<file path="config.mk">
export PLATFORM = sky130hd
export DESIGN_NAME = svcs_frame_tx
export DESIGN_NICKNAME = d
export VERILOG_FILES = /design/src/rtl/svcs_frame_tx.sv
export SDC_FILE = /design/constraint.sdc
export NUM_CORES = 2
export LEC_CHECK = 0
export ABC_AREA = 1
export CAP_MARGIN = 25
export CELL_PAD_IN_SITES_DETAIL_PLACEMENT = 2
export CELL_PAD_IN_SITES_GLOBAL_PLACEMENT = 2
export CORE_MARGIN = 1.5
export CORE_UTILIZATION = 26
export CTS_CLUSTER_SIZE = 8
export DETAILED_ROUTE_END_ITERATION = 6
export GPL_TIMING_DRIVEN = 0
export PLACE_DENSITY_LB_ADDON = 0.1
export SETUP_SLACK_MARGIN = 0.15
export SYNTH_ARGS = -nofsm -noshare
export SYNTH_HDL_FRONTEND = slang
export SYNTH_SLANG_ARGS = --single-unit
</file>
<file path="constraint.sdc">
create_clock -name clk -period 2 [get_ports clk]
set_input_delay 0.6 -clock clk [delete_from_list [all_inputs] [get_ports clk]]
set_output_delay 0.6 -clock clk [all_outputs]
set_load 0.02 [all_outputs]
</file>
<file path="src/rtl/svcs_frame_tx.sv">
// svcs_frame_tx -- frame transmitter.
//
// Accepts one frame request (type, element count, payload), checks it, and
// sends it as a stream of DATA_W-bit words: one header word, then
// count*WPE payload words. Element 0 goes first. Within an element, the
// least-significant word goes first. Invalid requests are dropped and pulse
// err for one cycle.
//
// Ports
//   clk, rst_n           clock, asynchronous active-low reset
//   in_valid/in_ready    request handshake (ready only in IDLE)
//   in_type[1:0]         0 int, 1 real, 2 vector, 3 reserved (rejected)
//   in_count[7:0]        elements in frame (1..MAX_ELEMS accepted)
//   in_data              MAX_ELEMS*ELEM_W payload; element k at [k*ELEM_W +: ELEM_W]
//   out_valid/out_ready  output word handshake
//   out_data[DATA_W-1:0] header or payload word (0 when out_valid=0)
//   out_last             final payload word of a frame
//   err                  one-cycle pulse after a rejected request
//   frame_cnt[15:0]      completed frames, wraps
module svcs_frame_tx #(
  parameter int         DATA_W    = 32,
  parameter int         ELEM_W    = 64,
  parameter int         MAX_ELEMS = 16,
  parameter logic [7:0] SYNC      = 8'hA5
) (
  input  logic                          clk,
  input  logic                          rst_n,
  input  logic                          in_valid,
  output logic                          in_ready,
  input  logic [1:0]                    in_type,
  input  logic [7:0]                    in_count,
  input  logic [MAX_ELEMS*ELEM_W-1:0]   in_data,
  output logic                          out_valid,
  input  logic                          out_ready,
  output logic [DATA_W-1:0]             out_data,
  output logic                          out_last,
  output logic                          err,
  output logic [15:0]                   frame_cnt
);

  localparam int WPE = ELEM_W / DATA_W;        // words per element
  localparam int NW  = MAX_ELEMS * WPE;        // payload words at max count
  localparam int WW  = (NW > 1) ? $clog2(NW) : 1;

  typedef enum logic [1:0] {IDLE, HDR, PAY} state_e;

  state_e                       state_q, state_d;
  logic [1:0]                   type_q, type_d;
  logic [7:0]                   count_q, count_d;
  // Payload held as a word array so word i of the frame is simply data_q[i].
  logic [NW-1:0][DATA_W-1:0]    data_q, data_d;
  logic [WW-1:0]                widx_q, widx_d;   // current payload word
  logic [WW-1:0]                wlast_q, wlast_d; // index of final payload word
  logic                         err_q, err_d;
  logic [15:0]                  fcnt_q, fcnt_d;

  logic                         accept;
  logic                         bad;
  logic [DATA_W-1:0]            hdr;

  // in_ready is gated by rst_n so it reads 0 for the whole reset window.
  assign in_ready  = rst_n && (state_q == IDLE);
  assign accept    = in_valid && in_ready;
  assign bad       = (in_count == 8'd0) || (int'(in_count) > MAX_ELEMS) ||
                     (in_type == 2'd3);

  assign hdr       = {SYNC, {(DATA_W-18){1'b0}}, type_q, count_q};

  // Outputs decode straight from registered state. They stay stable during a
  // stall and clear at once when reset is asserted.
  assign out_valid = (state_q != IDLE);
  assign out_last  = (state_q == PAY) && (widx_q == wlast_q);
  assign err       = err_q;
  assign frame_cnt = fcnt_q;

  always_comb begin
    out_data = '0;
    case (state_q)
      HDR:     out_data = hdr;
      PAY:     out_data = data_q[widx_q];
      default: out_data = '0;
    endcase
  end

  always_comb begin
    state_d = state_q;
    type_d  = type_q;
    count_d = count_q;
    data_d  = data_q;
    widx_d  = widx_q;
    wlast_d = wlast_q;
    err_d   = 1'b0;
    fcnt_d  = fcnt_q;
    case (state_q)
      IDLE: begin
        if (accept) begin
          // Latch the fields even for a rejected request. Nothing is
          // emitted from IDLE, so the latched values are harmless.
          type_d  = in_type;
          count_d = in_count;
          data_d  = in_data;
          widx_d  = '0;
          wlast_d = WW'(int'(in_count) * WPE - 1);
          if (bad) err_d   = 1'b1;
          else     state_d = HDR;
        end
      end
      HDR: begin
        if (out_ready) state_d = PAY;
      end
      PAY: begin
        if (out_ready) begin
          if (widx_q == wlast_q) begin
            state_d = IDLE;
            fcnt_d  = fcnt_q + 16'd1;
          end else begin
            widx_d  = widx_q + 1'b1;
          end
        end
      end
      default: state_d = IDLE;
    endcase
  end

  always_ff @(posedge clk or negedge rst_n) begin
    if (!rst_n) begin
      state_q <= IDLE;
      type_q  <= '0;
      count_q <= '0;
      data_q  <= '0;
      widx_q  <= '0;
      wlast_q <= '0;
      err_q   <= 1'b0;
      fcnt_q  <= '0;
    end else begin
      state_q <= state_d;
      type_q  <= type_d;
      count_q <= count_d;
      data_q  <= data_d;
      widx_q  <= widx_d;
      wlast_q <= wlast_d;
      err_q   <= err_d;
      fcnt_q  <= fcnt_d;
    end
  end

endmodule
</file>
== Yosys cells after proc, flatten, opt, wreduce, memory -nomap -nowiden ==
Cells that the tools add are included.

* Bits in registers: 1063
* Bits of input ports: 1038
* Output and inout bits: 52
* Word-level logic and storage cells: 83

* Add/sub/neg operators: 3
* Magnitude comparators: 2
* Equality and inequality tests: 10
* Multiplexer cells: 16
* Reduce and logical (&&, ||, !) cells: 13

{| class="wikitable"
|+ Operator list
! cell !! count
|-
| 32-bit binary-select mux with 5-bit select || 1
|-
| 32-bit case mux with 2 select lines || 1
|-
| 32-bit 2-to-1 mux || 1
|-
| 16-bit by 1-bit adder with 16-bit output (second input constant) || 1
|-
| 5-bit 2-to-1 mux || 3
|-
| 2-bit 2-to-1 mux || 5
|-
| 2-bit != test (second input constant) || 5
|-
| 5-bit case mux with 2 select lines || 1
|-
| 8-bit by 5-bit > comparator with 1-bit output (second input constant) || 1
|-
| 8-bit logical NOT || 1
|-
| 5-bit by 6-bit < comparator with 1-bit output (second input constant) || 1
|-
| 2-bit case mux with 3 select lines || 1
|-
| 5-bit by 1-bit adder with 5-bit output (second input constant) || 1
|-
| 5-bit == test || 1
|-
| 5-bit AND reduction || 1
|-
| 5-bit by 1-bit subtractor with 5-bit output (second input constant) || 1
|-
| 2-bit == test (second input constant) || 2
|-
| 4-bit AND reduction || 1
|-
| 2-bit nonzero test || 2
|-
| 1-bit logical AND || 3
|-
| 1-bit 2-to-1 mux || 3
|-
| 3-bit AND reduction || 1
|-
| 2-bit by 1-bit == test with 1-bit output (second input constant) || 1
|-
| 2-bit logical NOT || 1
|-
| 3 further kinds || 4
|}

== Logic depth before layout (Yosys ltp) ==
* Depth after elaboration: 6
* Mapped depth: 12
* Gate-level depth less buffers: 10

== Worst setup path after synthesis ==
No wires, ideal clock.

* Kind: register to output
* Start: register widx_q[1]
* End: output port out_data[9]
* Arrival: 1.630 ns
* Data required time: 1.400 ns
* Path slack: -0.230 ns
* Stages on the path, launching flop included: 11
* Buffers on the path: 3
* Path through: dfrtp_1 -> buf_4 -> buf_4 -> clkbuf_1 -> nor2_1 -> o21ai_1 -> nand3_1 -> nand3_1 -> nand2_1 -> nand3_1 -> a21oi_1

* Longest elaborated chain between the ends: 3

{| class="wikitable"
|+ Ends and longest elaborated chain
! item !! RTL line !! RTL
|-
| start, declared || 52 || <nowiki>logic [WW-1:0] widx_q, widx_d;</nowiki>
|-
| start signal, assigned || 140 || <nowiki>widx_q <= widx_d;</nowiki>
|-
| 32-bit binary-select mux with 5-bit select || 80 || <nowiki>PAY: out_data = data_q[widx_q];</nowiki>
|-
| 32-bit 2-to-1 mux (not written as such) || 80 ||
|-
| 32-bit case mux with 2 select lines || 78 || <nowiki>case (state_q)</nowiki>
|-
| end, declared || 35 || <nowiki>output logic [DATA_W-1:0] out_data,</nowiki>
|}

No other way between the ends. The select of a mux whose other input is x is not followed.

== Final worst setup path ==
* Start: register widx_q[0]
* End: output port out_data[27]

The elaborated chain is that of the path after synthesis.

==> run summary <==
final routed DRC violation total -> 0
Max clock buf depth -> 3
f_max -> 255.7 MHz
leakage power summed over all cells -> 0.03556 uW
initial core utilization -> 26.19%
Peak supply drop -> 0.8891 mV
total iterations of the first detailed-routing run -> 5
Detailed Place HPWL -> 270800 um
Yosys warnings -> 0
width of the chip -> 443.7 um
Boundary Pins -> 1090
max capacitance violation total -> 0
cell at the root of the clock tree -> clkbuf_16
height of the die -> 443.7 um
min-delay src -> in_data[691]
DR vias -> 53801
clock tree skew after final layout -> 0.02172 ns
Reg2Reg Setup Slack -> -0.60 ns
number of hold violations in the final report -> 0
run status -> finished, violations left
post-place setup slack -> -3.500 ns
Cell Pwr Density -> 1529 nW/um2
Slew HR -> 21.55%
top post-synthesis cells by area -> dfrtp_1 (53%), nand2_1 (24%), o21ai_0 (5.2%)
ranking of synthesized cells by instance count -> nand2_1 (3230), dfrtp_1 (1063), nor2_1 (533)
overall die area -> 196900 um2
max-slew violations -> 0
fraction of the cycle the final worst path needs -> 195.6%
final routed wire length divided by cell count -> 32.21 um
total gr overflow -> 0
GR Layer Usage met2 -> 56.42%
clock latency on the worst-skew pair -> 0.82 ns
Synth Register Bits -> 1063
Worst Path Required -> 1.40 ns
post-synthesis area per instance -> 7.457 um2
count leader, synth -> nand2_1
final antenna-violating net count -> 0
net total in the final layout -> 9186
Reg-to-Reg Start -> state_q[1]$_DFFE_PN0P_
Syn Inst Count -> 6772
total CTS buffers -> 152
top fanout value on the critical path -> 8
synth unique cells -> 34
first-pass GRT wire length -> 464000 um
dominant cell type by area after synthesis -> dfrtp_1
final total negative setup slack -> -1533.69 ns
number of cells traversed by the worst register-to-register path -> 10
CTS HTree Levels -> 4
minimum setup slack in the final design -> -1.911 ns
number of synthesized flops with an enable pin -> 0
minimum hold slack -> 0.3235 ns
total wire length -> 345300 um
unrepaired setup endpoints after global routing -> yes
maximum number of pins on one net before global-route repair -> 163
Core Area -> 192800 um2
clock-pin slew on the worst setup and hold paths -> 0.06 ns
Hold Crit Endpoint -> data_q[691]$_DFFE_PN0P_
placement-stage cell area -> 65400 um2
net count after synthesis -> 7817
row cnt -> 161
via count of the first global-routing pass -> 58821
endpoint of the lowest-slack register-to-register path -> data_q[949]$_DFFE_PN0P_
Hold Path Depth -> 3
number of antenna violations at the first check in global routing -> 39
clock tree from TritonCTS -> built
class of the most critical hold timing path -> in2reg
Worst Setup Start Kind -> flip-flop
fraction of layout instances using a drive strength above 1 -> 13.17%
GRT Total Usage -> 34.04%
violated checks -> negative setup slack
Synth top area share -> 52.68%
met3 track utilization from global routing -> 4.795%
category of the most critical setup path -> reg2out
portion of the post-synthesis area used by sequential elements -> 52.68%
area grow syn2layout -> 48.18%
final design utilization -> 38.81%
average vias per placed instance -> 5.019
post-route cell area -> 74820 um2
transition time at the pin with the least slew margin -> 1.177 ns
most used flip-flop cell after synthesis -> dfrtp_1
Arr. time, crit path -> 3.31 ns
Final min period -> 3.911 ns
gr busiest metal -> met2
combined area of all synthesized cells -> 50500 um2
total setup violations reported at the end of the flow -> 1532
element type at the critical path end -> primary output
initial drt markers -> 3800
met1 Use GR -> 40.96%
Num Clock Sinks -> 1063
FFs w/ async S/R, synth -> 100.0%
global placer's final weighted congestion -> 0.9273
Port Buf Inserts -> 1089
## area by class of cell
cell class | instances | area (um2)
diodes | 27 | 67.56
plain buffers | 445 | 4028
clock buffers | 171 | 4011
clock inverters | 9 | 93.84
fillers | 21731 | 118000
inverters | 301 | 1170
multi-input cells | 4963 | 22780
flip-flops and latches | 1063 | 26610
well taps | 2526 | 3161
repair buffers | 1214 | 12900
repair inverters | 1 | 11.26
## placed cells by master, fill, tap and decap left out, types with 54 or more instances in the layout
| master | count |
|---|---|
| o21ai_1 | 66 |
| buf_2 | 93 |
| clkdlybuf4s50_1 | 1052 |
| nor2_4 | 54 |
| buf_12 | 57 |
| o21ai_0 | 468 |
| buf_4 | 96 |
| nand2_1 | 3175 |
| buf_6 | 100 |
| clkbuf_1 | 101 |
| nand3_2 | 70 |
| nand3_1 | 269 |
| dfrtp_1 | 1059 |
| clkbuf_16 | 179 |
| inv_1 | 291 |
| o211ai_1 | 83 |
| nor2_1 | 430 |
## cells by family (layout without fill, tap and decap cells)
family / count (synthesis) / after routing / share of synthesized area, %
DFF: 1063 / 1063 / 52.68
AOI/OAI and AO/OA: 802 / 802 / 8.553
buffers and inverters: 746 / 2141 / 6.534
adders and majority gates: 7 / 7 / 0.1734
xor gates and xnor gates: 20 / 20 / 0.3618
and+or+nand+nor: 4134 / 4134 / 31.70
other: 0 / 27 / 0
## per-layer routing
metal	wire [um]	share of wire (%)
met1	138700	40
met5	40	0.012
met2	164700	48
met4	26240	7.6
met3	15660	4.5
## worst max path at each step
stage | from | end | slack, ns | depth (start not counted)
6_report | widx_q[0]$_DFFE_PN0P_ | out_data[27] | -1.91 | 11
5_1_grt | widx_q[0]$_DFFE_PN0P_ | out_data[5] | -1.88 | 17
4_1_cts | widx_q[0]$_DFFE_PN0P_ | out_last | -1.94 | 7
3_5_place_dp | rst_n | data_q[839]$_DFFE_PN0P_ | -3.50 | 11
3_3_place_gp | rst_n | data_q[659]$_DFFE_PN0P_ | -53.58 | 1
2_1_floorplan | widx_q[0]$_DFFE_PN0P_ | out_data[0] | -0.11 | 10
## timing repair
action,in CTS,in global routing
gates cloned,8,16
setup buffers,34,50
gates resized for setup,770,627
hold endpoints to repair,85,140
setup endpoints to repair,1557,1374
pin swaps,80,169
## sequential cells by signal (all words and copies together) (netlist names)
signal / flops
data_q: 1024
frame_cnt: 16
count_q: 8
widx_q: 5
wlast_q: 5
state_q: 2
type_q: 2
err: 1
## metrics by stage
stage	power (uW)	std cells
5_1_grt	120000	10712
6_report	114400	10720
3_5_place_dp	81810	10404
4_1_cts	110600	10626
3_3_place_gp	79390	10387
2_1_floorplan	58440	6772
## power breakdown
group,switching (uW),total (uW),internal [uW]
Clock,10300,24300,13900
Combinational,34100,51700,17600
Sequential,6300,38400,32100
Total,50700,114000,63700
## worst max-delay path: stages, from the launching register on
cell	delay (ns)
dfrtp_2	0.39
buf_6	0.11
buf_12	0.16
buf_16	0.16
buf_16	0.14
o21ai_2	0.05
o211ai_1	0.61
nand3_2	0.37
nand2_2	0.17
nand2_2	0.07
nor2_4	0.09
buf_6	0.14
Power figures use the tool's default switching activity.
